<file path="src/rtl/gated_pipe_pkg.sv">
// Shared defaults and helpers for the gated pipeline.
package gated_pipe_pkg;

    localparam int DEF_WIDTH = 8;
    localparam int DEF_DEPTH = 2;

    // Bits needed to count 0..depth valid stages.
    function automatic int occ_w(input int depth);
        return $clog2(depth + 1);
    endfunction

endpackage

</file>
<file path="src/rtl/gated_pipe_stage.sv">
// One pipeline stage: data register + valid bit, loaded with masked data when enabled.
module gated_pipe_stage
    import gated_pipe_pkg::*;
#(
    parameter int WIDTH = DEF_WIDTH
) (
    input  logic             clk,
    input  logic             rst,
    input  logic             load,
    input  logic             flush,
    input  logic [WIDTH-1:0] din,
    input  logic             din_valid,
    input  logic [WIDTH-1:0] mask,
    output logic [WIDTH-1:0] dout,
    output logic             vld
);

    always_ff @(posedge clk or posedge rst) begin
        if (rst) begin
            vld  <= 1'b0;
            dout <= '0;
        end else if (flush) begin
            vld <= 1'b0;
        end else if (load) begin
            vld <= din_valid;
            // Bubbles leave the data register untouched.
            if (din_valid) dout <= din & mask;
        end
    end

endmodule

</file>
<file path="src/rtl/gated_pipe.sv">
// Elastic register pipeline with an AND-gate mask on entry to the final stage.
// Optional occupancy output enabled by defining GATED_PIPE_OCC_EN.
module gated_pipe
    import gated_pipe_pkg::*;
#(
    parameter int WIDTH = DEF_WIDTH,
    parameter int DEPTH = DEF_DEPTH
) (
    input  logic             clk,
    input  logic             rst,
    input  logic [WIDTH-1:0] d,
    input  logic             in_valid,
    output logic             in_ready,
    input  logic [WIDTH-1:0] gate,
    input  logic             flush,
    output logic [WIDTH-1:0] q,
    output logic             out_valid,
`ifdef GATED_PIPE_OCC_EN
    output logic [occ_w(DEPTH)-1:0] occ,
`endif
    input  logic             out_ready
);

    logic [DEPTH-1:0][WIDTH-1:0] data;
    logic [DEPTH-1:0][WIDTH-1:0] src_d;
    logic [DEPTH-1:0][WIDTH-1:0] mask;
    logic [DEPTH-1:0]            vld;
    logic [DEPTH-1:0]            src_v;
    logic [DEPTH-1:0]            adv;

    for (genvar i = 0; i < DEPTH; i++) begin : g_stage
        // A stage loads when it is empty or its successor is making room.
        if (i == DEPTH - 1) begin : g_last
            assign adv[i]  = !vld[i] || out_ready;
            assign mask[i] = gate;
        end else begin : g_mid
            assign adv[i]  = !vld[i] || adv[i+1];
            assign mask[i] = '1;
        end

        if (i == 0) begin : g_first
            assign src_d[i] = d;
            assign src_v[i] = in_valid;
        end else begin : g_chain
            assign src_d[i] = data[i-1];
            assign src_v[i] = vld[i-1];
        end

        gated_pipe_stage #(.WIDTH(WIDTH)) u_stage (
            .clk       (clk),
            .rst       (rst),
            .load      (adv[i]),
            .flush     (flush),
            .din       (src_d[i]),
            .din_valid (src_v[i]),
            .mask      (mask[i]),
            .dout      (data[i]),
            .vld       (vld[i])
        );
    end

    assign in_ready  = adv[0] && !flush;
    assign q         = data[DEPTH-1];
    assign out_valid = vld[DEPTH-1];

`ifdef GATED_PIPE_OCC_EN
    localparam int OCC_W = occ_w(DEPTH);

    logic accept, emit;
    assign accept = in_valid && in_ready;
    assign emit   = out_valid && out_ready;

    always_ff @(posedge clk or posedge rst) begin
        if (rst)        occ <= '0;
        else if (flush) occ <= '0;
        else            occ <= occ + OCC_W'(accept) - OCC_W'(emit);
    end
`endif

endmodule

</file>
<file path="config.mk">
export PLATFORM = sky130hd
export DESIGN_NAME = gated_pipe
export DESIGN_NICKNAME = d
export VERILOG_FILES = /design/src/rtl/gated_pipe_pkg.sv /design/src/rtl/gated_pipe_stage.sv /design/src/rtl/gated_pipe.sv
export SDC_FILE = /design/constraint.sdc
export NUM_CORES = 1
export LEC_CHECK = 0
export ABC_AREA = 1
export BUFFER_PORTS_ARGS = -buffer_cell sky130_fd_sc_hd__clkbuf_2
export CORE_MARGIN = 4
export CORE_UTILIZATION = 36
export CTS_BUF_LIST = sky130_fd_sc_hd__clkbuf_2
export DETAILED_ROUTE_END_ITERATION = 10
export GPL_ROUTABILITY_DRIVEN = 1
export PLACE_DENSITY = 0.58
export SLEW_MARGIN = 40
export SYNTH_ARGS = -nofsm -noshare
export SYNTH_HDL_FRONTEND = slang
export SYNTH_SLANG_ARGS = --single-unit
</file>
<file path="constraint.sdc">
create_clock -name clk -period 3 [get_ports clk]
set_clock_uncertainty 0.05 [all_clocks]
set_input_delay 0.75 -clock clk [delete_from_list [all_inputs] [get_ports clk]]
set_output_delay 0.75 -clock clk [all_outputs]
set_load 0.01 [all_outputs]
</file>
# Word-level counts from Yosys, hierarchy flattened
# Index checks and enable logic that the tools add are counted.
[word_totals]
latch_bits = 0
reg_bits = 18
mem_bits_ro = 0
memories = 0
inputBits = 21
ram_bits = 0
[op_classes]
shifts = 0
bitwise = 2
n_div = 0
mul = 0
n_mux = 4
eq_ne = 0
n_reduce_logical = 10
add_sub_neg = 0
order_cmp = 0
[op_table]
columns = ["cell", "n"]
rows = [
  ["8-bit bitwise AND", 1],
  ["3-bit AND reduction", 2],
  ["1-bit 2-to-1 mux", 4],
  ["2-bit nonzero test", 2],
  ["1-bit zero test", 3],
  ["1-bit logical OR", 2],
  ["1-bit logical AND", 1],
  ["1-bit inverter", 1],
]

# Logic depth before layout (Yosys ltp)
# Gate-level depths: netlist of the first run.
[logic_depth]
depth_word = 5
ltp_mapped = 5
mapped_depth_nobuf = 5

# Modules after synthesis
# Synthesis of the first run repeated with hierarchy kept, for this count alone.
[hier_totals]
cells_unflattened = 119
area_unflattened_um2 = 870.8
[by_module_without_submodules]
columns = ["module", "area_each_um2", "instances", "seq_area_each_um2", "cells_each"]
rows = [
  ["gated_pipe_stage", 419.2, 2, 225.2, 56],
  ["gated_pipe", 32.5, 1, 0.0, 7],
]

# Worst setup path before layout of the first run
# OpenSTA, ideal clock, no wires.
[synth_timing]
kind = "input port to output port"
from = "in out_ready"
to = "out in_ready"
t_required_ns = 2.200
slack_ns = 1.000
path_stages = 5
n_path_buf = 1
t_arrival_ns = 1.200
path_cell_list = "inv_1 nand3_2 buf_2 nand2_1 inv_1"
[synth_via]
elab_chain_cells = 3
[synth_lines]
columns = ["element", "line", "rtl"]
rows = [
  ["start: declaration", "gated_pipe.sv:21", "input logic out_ready"],
  ["1-bit logical OR", "gated_pipe.sv:34", "assign adv[i] = !vld[i] || out_ready;"],
  ["1-bit logical OR", "gated_pipe.sv:37", "assign adv[i] = !vld[i] || adv[i+1];"],
  ["1-bit logical AND", "gated_pipe.sv:62", "assign in_ready = adv[0] && !flush;"],
  ["end: declaration", "gated_pipe.sv:13", "output logic in_ready,"],
]
# Every way passes these cells.

# Worst setup path after layout of the first run
# Same ends and word-level chain as after synthesis.

==> results of run 1 <==
[critical path, cell delays in order]
cell,delay [ns]
clkbuf_2,0.08
inv_1,0.08
nand3_2,0.22
nand2_1,0.12
inv_1,0.04
clkbuf_2,0.12
[cells in the final DEF (no fill, tap or decap)]
cell type  instances
dfrtp_1           18
clkbuf_2          33
nand2_1           41
nand2_4            2
nand3_1            8
nand3b_1           8
nor2_4             2
nand2_2            1
nand3_2            1
a21oi_1            2
inv_1              6
[routing by layer]
layer | up-vias | share of wire
met5 | - | 0
met4 | 0 | 0.0067
met3 | 2 | 0.071
met2 | 19 | 0.47
met1 | 289 | 0.45
li1 | 351 | -
[worst max-delay path by stage]
stage               startpoint        to  slack [ns]  cells after the start
floorplan            out_ready  in_ready        1.00                      5
global placement     out_ready  in_ready        0.81                      6
detailed placement   out_ready  in_ready        0.79                      6
CTS                  out_ready  in_ready        0.79                      6
global route         out_ready  in_ready        0.73                      6
finish               out_ready  in_ready        0.79                      6
[power groups by stage]
stage / registers (mW) / logic [mW] / clock network, mW
final: 0.290 / 0.0920 / 0.0973
after global routing: 0.295 / 0.106 / 0.111
after CTS: 0.290 / 0.0947 / 0.101
after detailed placement: 0.295 / 0.0946 / 0
after global placement: 0.294 / 0.0933 / 0
after floorplan: 0.292 / 0.0765 / 0
[final cells by class]
class,count,area [um2],share of cell area
multi-input cells,65,325,0.326
repair buffers,30,150,0.150
flip-flops and latches,18,450,0.451
clock buffers,3,15.0,0.0150
well taps,28,35.0,0.0351
inverters,6,22.5,0.0226
[registers in the layout, summed over array words and instances, names as in the netlist]
name / count
g_stage.u_stage.vld: 2
g_stage.u_stage.dout: 16
[through the flow]
| stage | util | std cells | hold WS, ns |
|---|---|---|---|
| 4_1_cts | 0.443 | 150 | 0.447 |
| 3_3_place_gp | 0.436 | 147 | 0.404 |
| 5_1_grt | 0.443 | 150 | 0.475 |
| 3_5_place_dp | 0.436 | 147 | 0.410 |
| 6_report | 0.443 | 150 | 0.440 |
| 2_1_floorplan | - | 98 | 0.392 |
[logic make-up (layout without fill, tap and decap cells)]
logic type / Yosys count / in the layout / share of synthesized area
AOI/OAI and AO/OA: 2 / 2 / 0.0116
and+or+nand+nor: 63 / 63 / 0.365
buffers and inverters: 15 / 39 / 0.101
DFF: 18 / 18 / 0.522
==> impl_metrics.yaml, run 1 <==
yosys:
  synth_nets: 119
  synth_async_sr_flop_share: 1.00
  synth.most_common_cell: "nand2_1"
  synthTopCellsByCount: "41 x nand2_1, 18 x dfrtp_1, 8 x buf_4, 8 x nand3_1, 8 x nand3b_1"
  synth_edf_count: 0
  syn_area_per_cell_um2: 8.81
  ys_seq_elements: 18
  synth_area_um2: 863
  yosysUniqueCellTypes: 12
  synth_flop_cell: "dfrtp_1"
  ys_warn_count: 0
  synth.largest_area_cell: "dfrtp_1"
  synth_area_leaders: "dfrtp_1 52%, nand2_1 18%, buf_4 7.0%, nand3b_1 7.0%, nand3_1 4.6%"
  syn_inst: 98
  yosysTopAreaCellShare: 0.522
  yosysSeqAreaShare: 0.522
cts:
  cts.hold.buffers_added: 0
  cts.sinks: 18
  insertion_delay_ns: 0.28
  cts_max_path_buffers: 2
  cts_max_level: 1
  cts_inserted_buffers: 3
  cts_tree: "done"
  post_cts_resized: 0
  postCtsSetupBuffers: 0
  clk_pin_slew_ns: 0.16
  clockRootBuffer: "clkbuf_2"
cells_and_area:
  drive_above_1_share: 0.320
  diodes: 0
  area_growth_pct: 15.7
  nFillCells: 263
  fin_nets: 145
  fin_area_um2: 998
pwr:
  p_sw_uw: 137
  power_frac_comb: 0.192
  internal_power_uw: 342
  swShare: 0.287
  clkPwrFrac: 0.203
  max-vdd-ir-drop_uv: 290
  power.density_nw_per_um2: 480
  leakage_nw: 0.575
  seqPwrFrac: 0.605
  total_power_uw: 479
global_routing:
  grt_pass1_vias: 670
  grtUsageMet3: 0.0317
  grt_util_met1: 0.132
  grt_pass1_wl_um: 2750
  antenna_found_initial: 0
  grt_usage: 0.108
  grtUsageMet2: 0.175
  top_usage_layer: "met2"
  grt_start_max_net_pins: 19
  grt-ovfl-total: 0
placed_design:
  gp_congestion: 0.766
  preCtsSetupSlack_ns: 0.792
  io_buffers: 30
  placed_area_um2: 983
  dpl.hpwl_um: 1300
sta:
  worstMarginPinSlew_ns: 0.686
  fin_crit_ns: 2.21
  final.setup.worst_slack_ns: 0.792
  grt_setup_unrepaired: "no"
  slew_viol_final: 0
  finalSetupTns_ns: 0
  fmax_mhz: 453
  final_hold_viol_count: 0
  max_slew_margin: 0.542
  finalCritPeriodShare: 0.736
  finalSetupViolCount: 0
floorplanning:
  io_pins: 31
  die-width_um: 57.0
  initial_core_util: 0.383
  die_h_um: 57.0
  dieArea_um2: 3250
  num_rows: 17
  coreArea_um2: 2250
min_path:
  whs_path_depth: 2
  holdPathEnd: "g_stage[0].u_stage.dout[0]$_DFFE_PP0P_"
  hold_start: "g_stage[0].u_stage.dout[0]$_DFFE_PP0P_"
  hp-class: "register to register"
worst_setup_path:
  crit_required_ns: 2.20
  worstPathMaxFanout: 11
  r2r-start: "g_stage[0].u_stage.vld$_DFFE_PP0P_"
  worst_r2r_path_depth: 5
  path_class: "primary input to output port"
  cp-start-kind: "primary input"
  r2r_slack_ns: 1.93
  crit_path_end_kind: "output port"
  r2r_end: "g_stage[1].u_stage.dout[2]$_DFFE_PP0P_"
  worstPathArrival_ns: 1.41
drt:
  drt_wl_total_um: 1630
  detail-route-antenna-nets: 0
  viasPerCell: 4.41
  wl_per_cell_um: 10.9
  first_pass_iters: 4
  drtIter0Drc: 12
  vias: 661
  drc_errors: 0
job:
  max-cap-violations: 0
status:
  status: "finished clean"
Note: power is estimated with default switching activity, not from simulation.
==> inputs of run 2 (changes only) <==
clock period = 2.05 ns   (was 3 ns; I/O delays follow)
==> impl_metrics.yaml, run 2 (synthesis gave the netlist of run 1 again) <==
status:
  status: "finished clean"
cells_and_area:
  final_common_cell: "nand2_1"
  fin_area_um2: 1010
  top_regs: "g_stage.u_stage.dout: 16 flops, g_stage.u_stage.vld: 2 flops"
  diodes: 0
  top_register: "g_stage.u_stage.dout"
  most-common-layout-cells: "41 x nand2_1, 33 x clkbuf_2, 18 x dfrtp_1, 8 x nand3b_1, 8 x nand3_1"
  area_growth_pct: 17.0
  fin_nets: 146
  largest_reg_flops: 16
  drive_above_1_share: 0.323
global_routing:
  grt_usage: 0.115
  grt-ovfl-total: 0
  grt_pass1_vias: 670
  grt_pass1_wl_um: 2840
  antenna_found_initial: 0
  grt_start_max_net_pins: 19
sta:
  finalSetupTns_ns: 0
  worstMarginPinSlew_ns: 0.685
  fmax_mhz: 623
  grt_setup_unrepaired: "no"
  final_hold_viol_count: 0
  slew_viol_final: 0
  finalCritPeriodShare: 0.783
  fin_crit_ns: 1.61
  finalSetupViolCount: 0
  max_slew_margin: 0.543
placed_design:
  io_buffers: 30
  gp_congestion: 0.746
  placed_area_um2: 991
  dpl.hpwl_um: 1320
cts:
  cts_max_path_buffers: 2
  cts_tree: "done"
  postCtsSetupBuffers: 0
  post_cts_resized: 0
  clockRootBuffer: "clkbuf_2"
  cts.sinks: 18
  cts.hold.buffers_added: 0
  insertion_delay_ns: 0.30
  cts_inserted_buffers: 3
  cts_max_level: 1
  clk_pin_slew_ns: 0.18
worst_setup_path:
  crit_required_ns: 1.49
  worstPathArrival_ns: 1.04
  path_class: "register to output port"
  cp-start-kind: "register"
  cp_num_buf_inv: 2
  crit_path_end_kind: "output port"
  worstPathCellList: "nand3_2, nand2_1, inv_1, clkbuf_2"
  worstPathMaxFanout: 3
  crit_family: "flip-flops"
  r2r_slack_ns: 0.97
  crit_slowest_cell: "dfrtp_1"
  critPathMaxStageDelay_ns: 0.44
pwr:
  power_frac_comb: 0.190
  power.density_nw_per_um2: 707
  internal_power_uw: 503
  seqPwrFrac: 0.595
  clkPwrFrac: 0.215
  p_sw_uw: 211
  leakage_nw: 0.581
  swShare: 0.295
  max-vdd-ir-drop_uv: 384
drt:
  vias: 678
  wl_per_cell_um: 11.5
  first_pass_iters: 4
  drtIter0Drc: 8
  drc_errors: 0
  drt_wl_total_um: 1740
  viasPerCell: 4.46
  detail-route-antenna-nets: 0
floorplanning:
  coreArea_um2: 2250
  die-width_um: 57.0
  initial_core_util: 0.383
  num_rows: 17
  die_h_um: 57.0
  io_pins: 31
  dieArea_um2: 3250
min_path:
  hp-class: "primary input to async pin"
job:
  max-cap-violations: 0
-- run 2: cell count changes in the layout (fill, tap and decap cells not counted), sizes merged --
cell,delta
buf,+1
clkinv,+1
-- run 2: per-stage QoR --
| step | hold WS, ns | utilization | cells | power (mW) | worst slack, ns |
|---|---|---|---|---|---|
| floorplan | 0.392 | - | 98 | 0.539 | 0.525 |
| global placement | 0.404 | 0.440 | 148 | 0.567 | 0.534 |
| detailed placement | 0.410 | 0.440 | 148 | 0.572 | 0.524 |
| CTS | 0.231 | 0.448 | 152 | 0.727 | 0.414 |
| global route | 0.259 | 0.448 | 152 | 0.762 | 0.353 |
| finish | 0.213 | 0.448 | 152 | 0.714 | 0.444 |
-- run 2: final cells by class --
| type | instances | area, um2 |
|---|---|---|
| multi-input combinational | 65 | 325 |
| sequential | 18 | 450 |
| inverter | 6 | 22.5 |
| clock inverter | 1 | 3.75 |
| fill | 263 | 1240 |
| clock buffer | 3 | 15.0 |
| tap | 28 | 35.0 |
| timing repair buffer | 31 | 158 |
-- run 2: power groups by stage --
stage          combinational (mW)  clock [mW]  sequential [mW]
3_3_place_gp                0.137           0            0.430
3_5_place_dp                0.139           0            0.433
2_1_floorplan               0.112           0            0.427
5_1_grt                     0.155       0.175            0.432
4_1_cts                     0.140       0.161            0.426
6_report                    0.136       0.154            0.424
-- run 2: final timing paths --
| check | startpoint | end | cells past startpoint |
|---|---|---|---|
| max | g_stage[1].u_stage.vld$_DFFE_PP0P_ | in_ready | 4 |
| max reg2reg | g_stage[0].u_stage.vld$_DFFE_PP0P_ | g_stage[1].u_stage.dout[1]$_DFFE_PP0P_ | 5 |
| min in group clk | d[4] | g_stage[0].u_stage.dout[4]$_DFFE_PP0P_ | 3 |
| min reg2reg | g_stage[1].u_stage.dout[1]$_DFFE_PP0P_ | g_stage[1].u_stage.dout[1]$_DFFE_PP0P_ | 2 |
| max in group asynchronous | rst | g_stage[0].u_stage.dout[2]$_DFFE_PP0P_ | 2 |
| min | rst | g_stage[1].u_stage.dout[4]$_DFFE_PP0P_ | 2 |
-- run 2: routing by layer --
metal,vias up,track usage,share of wire
met2,24,0.204,0.49
met5,-,0,0
met1,299,0.129,0.43
met4,0,0.0596,0.0057
li1,353,-,-
met3,2,0.0226,0.072
-- run 2: worst reg2reg max path: cells and delay by family (launching register included) --
| kind | cells | cell delay [ns] |
|---|---|---|
| AND/OR/NAND/NOR | 4 | 0.47 |
| flip-flops | 1 | 0.40 |
| buffers and inverters | 1 | 0.08 |
